## src/rtl/operand_stack.sv

```systemverilog
// rtl/operand_stack.sv - WebAssembly operand stack with registered top/next and sticky trap
// Top two entries live in registers; deeper entries spill into a small RAM indexed by count-3.
module operand_stack #(
  parameter int WIDTH = 64,
  parameter int DEPTH = 16
) (
  input  logic                       clk,
  input  logic                       reset,
  input  logic [2:0]                 op,
  input  logic [WIDTH-1:0]           data_in,
  output logic [WIDTH-1:0]           top,
  output logic [WIDTH-1:0]           next,
  output logic [$clog2(DEPTH+1)-1:0] count,
  output logic                       empty,
  output logic                       full,
  output logic                       top_eqz,
  output logic [2:0]                 trap
);

  localparam int CW        = $clog2(DEPTH + 1);
  localparam int RAM_DEPTH = (DEPTH > 2) ? (DEPTH - 2) : 1;
  localparam int AW        = (RAM_DEPTH > 1) ? $clog2(RAM_DEPTH) : 1;
  localparam logic [CW-1:0] DEPTH_C = CW'(DEPTH);

  typedef enum logic [2:0] {
    OP_NOP     = 3'd0,
    OP_PUSH    = 3'd1,
    OP_POP     = 3'd2,
    OP_REPLACE = 3'd3,
    OP_BINOP   = 3'd4,
    OP_POP2    = 3'd5,
    OP_DUP     = 3'd6,
    OP_RSVD    = 3'd7
  } op_e;

  typedef enum logic [2:0] {
    TRAP_NONE      = 3'd0,
    TRAP_UNDERFLOW = 3'd1,
    TRAP_OVERFLOW  = 3'd2,
    TRAP_INVALID   = 3'd3
  } trap_e;

  logic [WIDTH-1:0] top_q, top_d;
  logic [WIDTH-1:0] next_q, next_d;
  logic [CW-1:0]    count_q, count_d;
  logic [2:0]       trap_q, trap_d;

  logic [WIDTH-1:0] ram_q [RAM_DEPTH];
  logic             ram_we;
  logic [AW-1:0]    ram_waddr;
  logic [AW-1:0]    rd1_addr, rd2_addr;
  logic [WIDTH-1:0] rd1, rd2;

  // rd1 is the entry just below next, rd2 the one below that.
  assign ram_waddr = AW'(count_q - CW'(2));
  assign rd1_addr  = AW'(count_q - CW'(3));
  assign rd2_addr  = AW'(count_q - CW'(4));
  assign rd1       = (count_q >= CW'(3)) ? ram_q[rd1_addr] : '0;
  assign rd2       = (count_q >= CW'(4)) ? ram_q[rd2_addr] : '0;

  always_comb begin
    top_d   = top_q;
    next_d  = next_q;
    count_d = count_q;
    trap_d  = trap_q;
    ram_we  = 1'b0;
    if (trap_q == TRAP_NONE) begin
      case (op)
        OP_NOP: ;
        OP_PUSH: begin
          if (count_q == DEPTH_C) begin
            trap_d = TRAP_OVERFLOW;
          end else begin
            next_d  = top_q;
            top_d   = data_in;
            count_d = count_q + CW'(1);
            ram_we  = (count_q >= CW'(2));
          end
        end
        OP_POP: begin
          if (count_q == '0) begin
            trap_d = TRAP_UNDERFLOW;
          end else begin
            top_d   = next_q;
            next_d  = rd1;
            count_d = count_q - CW'(1);
          end
        end
        OP_REPLACE: begin
          if (count_q == '0) trap_d = TRAP_UNDERFLOW;
          else               top_d  = data_in;
        end
        OP_BINOP: begin
          if (count_q < CW'(2)) begin
            trap_d = TRAP_UNDERFLOW;
          end else begin
            top_d   = data_in;
            next_d  = rd1;
            count_d = count_q - CW'(1);
          end
        end
        OP_POP2: begin
          if (count_q < CW'(2)) begin
            trap_d = TRAP_UNDERFLOW;
          end else begin
            top_d   = rd1;
            next_d  = rd2;
            count_d = count_q - CW'(2);
          end
        end
        OP_DUP: begin
          if (count_q == '0) begin
            trap_d = TRAP_UNDERFLOW;
          end else if (count_q == DEPTH_C) begin
            trap_d = TRAP_OVERFLOW;
          end else begin
            next_d  = top_q;
            count_d = count_q + CW'(1);
            ram_we  = (count_q >= CW'(2));
          end
        end
        default: trap_d = TRAP_INVALID;
      endcase
    end
  end

  always_ff @(posedge clk or posedge reset) begin
    if (reset) begin
      top_q   <= '0;
      next_q  <= '0;
      count_q <= '0;
      trap_q  <= TRAP_NONE;
    end else begin
      top_q   <= top_d;
      next_q  <= next_d;
      count_q <= count_d;
      trap_q  <= trap_d;
    end
  end

  // Storage is deliberately left uncleared by reset; count gates every read.
  always_ff @(posedge clk) begin
    if (ram_we && !reset) ram_q[ram_waddr] <= next_q;
  end

  assign top     = top_q;
  assign next    = next_q;
  assign count   = count_q;
  assign empty   = (count_q == '0);
  assign full    = (count_q == DEPTH_C);
  assign top_eqz = (count_q != '0) && (top_q == '0);
  assign trap    = trap_q;

endmodule

```

## config.mk

```make
export PLATFORM = sky130hd
export DESIGN_NAME = operand_stack
export DESIGN_NICKNAME = d
export VERILOG_FILES = /design/src/rtl/operand_stack.sv
export SDC_FILE = /design/constraint.sdc
export NUM_CORES = 2
export LEC_CHECK = 0
export CORE_MARGIN = 8
export CORE_UTILIZATION = 45
export DETAILED_ROUTE_END_ITERATION = 10
export PLACE_DENSITY_LB_ADDON = 0.25
export SYNTH_ARGS = -nofsm -noshare
export SYNTH_HDL_FRONTEND = slang
export SYNTH_SLANG_ARGS = --single-unit
```

## constraint.sdc

```tcl
create_clock -name clk -period 8.7 [get_ports clk]
set_input_delay 2.61 -clock clk [delete_from_list [all_inputs] [get_ports clk]]
set_output_delay 2.61 -clock clk [all_outputs]
set_load 0.02 [all_outputs]
```

==> results_dict.tcl <==
set metrics [dict create \
    status "finished clean" \
    cts_setup_buffers 0 \
    grt_usage 0.268 \
    pin_count 208 \
    cts_tree "built" \
    cap_violations 0 \
    synth.largest_area_cell "edfxtp_1" \
    die_h_um 350 \
    drive_gt1_frac 0.151 \
    start_util 0.454 \
    routed_wl_mm 169 \
    cts_htree_levels 3 \
    wl_met1_mm 63.6 \
    critPathLaunchType "flop" \
    wire_per_inst_um 33.9 \
    finalSetupViolations 0 \
    num-nets-final 3484 \
    slew_headroom 0.158 \
    dieArea_um2 123000 \
    synthFlopType "edfxtp_1" \
    synthCells 3305 \
    first_global_vias 34814 \
    period_needed_ns 6.97 \
    area_delta_synth_final_pct 14.7 \
    wl_met3_mm 16.5 \
    cp-end-kind "output port" \
    synthArstFlopShare 0.132 \
    globalplace.congestion 0.813 \
    ant_nets 0 \
    seq_area_frac_synth 0.603 \
    synth_seq_cells 1032 \
    cts_made_buffers 109 \
    synth.top_cell.area_share 0.535 \
    synth_cell_types 74 \
    finalSetupTns_ns 0 \
    r2r_cells 7 \
    hpwl_mm 94.7 \
    grt_pass1_wl_mm 242 \
    highest_layer "met5" \
    grt_max_degree 104 \
    period_share 0.802 \
    die_x_um 350 \
    gr-total-overflow 0 \
    dp_cells 4777 \
    holdWs_ns 0.401 \
    hp-class "reg -> reg" \
    power_density_nw_per_um2 379 \
    first_pass_iters 6 \
    final_cells 4986 \
    synth_nets 3389 \
    worstPathArrival_ns 4.36 \
    required_ns 6.09 \
    synth_common_cells "896 x edfxtp_1, 448 x mux2i_1, 282 x a22oi_1" \
    synth_edf_count 896 \
    clk_path_buf_depth 3 \
    syn_area_per_cell_um2 15.2 \
    finalMaxSlewViolations 0 \
    clock_latency_ns 0.70 \
    fmax_mhz 143 \
    drt_iter0_drc 3956 \
    vias 34409 \
    crit_fanout 4 \
    num_rows 122 \
    p_leak_nw 19.1 \
    ys_warn_count 0 \
    routed_via_density 6.90 \
    clock-sinks 1032 \
    grt_antenna_before_repair 4 \
    final_hold_viol_count 0 \
    ir_worst_vdd_uv 544 \
    path_clk_slew_ns 0.07 \
    core_area_um2 111000 \
    cts_root_buf "clkbuf_16" \
    ctsResizeCount 0 \
    synthTopCellsByArea "edfxtp_1 54%, mux4_2 9.9%, mux2i_1 8.9%" \
    rsz0062_at_grt "false" \
    syn-cell-area_um2 50300 \
    port_buffers 207 \
    wl_met2_mm 79.2 \
    whs_path_depth 0 \
    tightest_slew_ns 1.26 \
    hold_buffers 0 \
    yosys.cell_count.top_type "edfxtp_1" \
    drcViolationCount 0 \
    fin_skew_ns 0.0296 \
    criticalPathCategory "reg -> out" \
]
## routing by layer
metal,up-vias,track usage
met1,17683,0.343
met4,6,0.135
met2,2148,0.433
li1,14040,-
met5,-,0.00196
met3,532,0.0593
## cell usage in the layout (no fill, tap or decap), types with 64 or more instances in the layout
cell type | netlist | final
mux2i_1 | 448 | 448
mux4_2 | 222 | 222
clkdlybuf4s50_1 | 0 | 207
dfrtp_1 | 136 | 134
edfxtp_1 | 896 | 896
nand3_1 | 209 | 208
buf_4 | 23 | 67
a22oi_1 | 282 | 282
a32oi_1 | 64 | 64
o211ai_1 | 80 | 80
nand2_1 | 148 | 146
o2bb2ai_1 | 101 | 101
clkbuf_16 | 0 | 113
## path summary, 6_finish.rpt
kind	from	slack [ns]	to
worst max register to register	count[0]	3.85	next[32]
max in group asynchronous	reset	5.03	next[15]
worst min-delay path	trap[2]	0.40	trap[2]
min in group asynchronous	reset	2.48	top[42]
worst min register to register	trap[2]	0.40	trap[2]
worst max-delay path	top[20]	1.73	top_eqz
## logic make-up after synthesis
family          synth area share
xor+xnor                 0.00105
mux                        0.190
flops                      0.603
fa+ha+maj                0.00388
buf+inv                   0.0293
compound gates             0.122
simple gates              0.0507
## area by class of cell
| cell class | instances | area, um^2 |
|---|---|---|
| fill | 9023 | 53000 |
| sequential | 1032 | 30300 |
| multi-input combinational | 1961 | 18800 |
| clock buffer | 139 | 2970 |
| timing repair buffer | 286 | 2820 |
| tap | 1488 | 1860 |
| clock inverter | 68 | 873 |
| inverter | 10 | 47.5 |
| antenna | 2 | 5.00 |
## critical path, stage by stage (launching register included)
cell	delay [ns]
dfrtp_1	0.53
nor4_1	0.91
nand4_1	0.53
nor4_1	0.95
clkdlybuf4s50_1	0.77
## report_power, final
group          switching [W]  internal (W)  leakage [nW]
registers            0.00120       0.00633          9.54
clock network        0.00198       0.00300          1.89
logic                0.00548       0.00388          7.66
## registers in the layout, indices dropped and copies added (netlist names)
register  flops
top          64
count         5
next         64
ram_q       896
trap          3
## stage by stage
step           cell area [um^2]  setup slack (ns)  total power (W)  utilization
2_1_floorplan             50300             0.157           0.0135            -
3_3_place_gp              53800              2.05           0.0168        0.486
3_5_place_dp              53800              2.03           0.0169        0.486
4_1_cts                   57700              1.87           0.0219        0.521
5_1_grt                   57700              1.49           0.0226        0.521
6_report                  57700              1.73           0.0219        0.521
(Power assumes the default switching activity.)
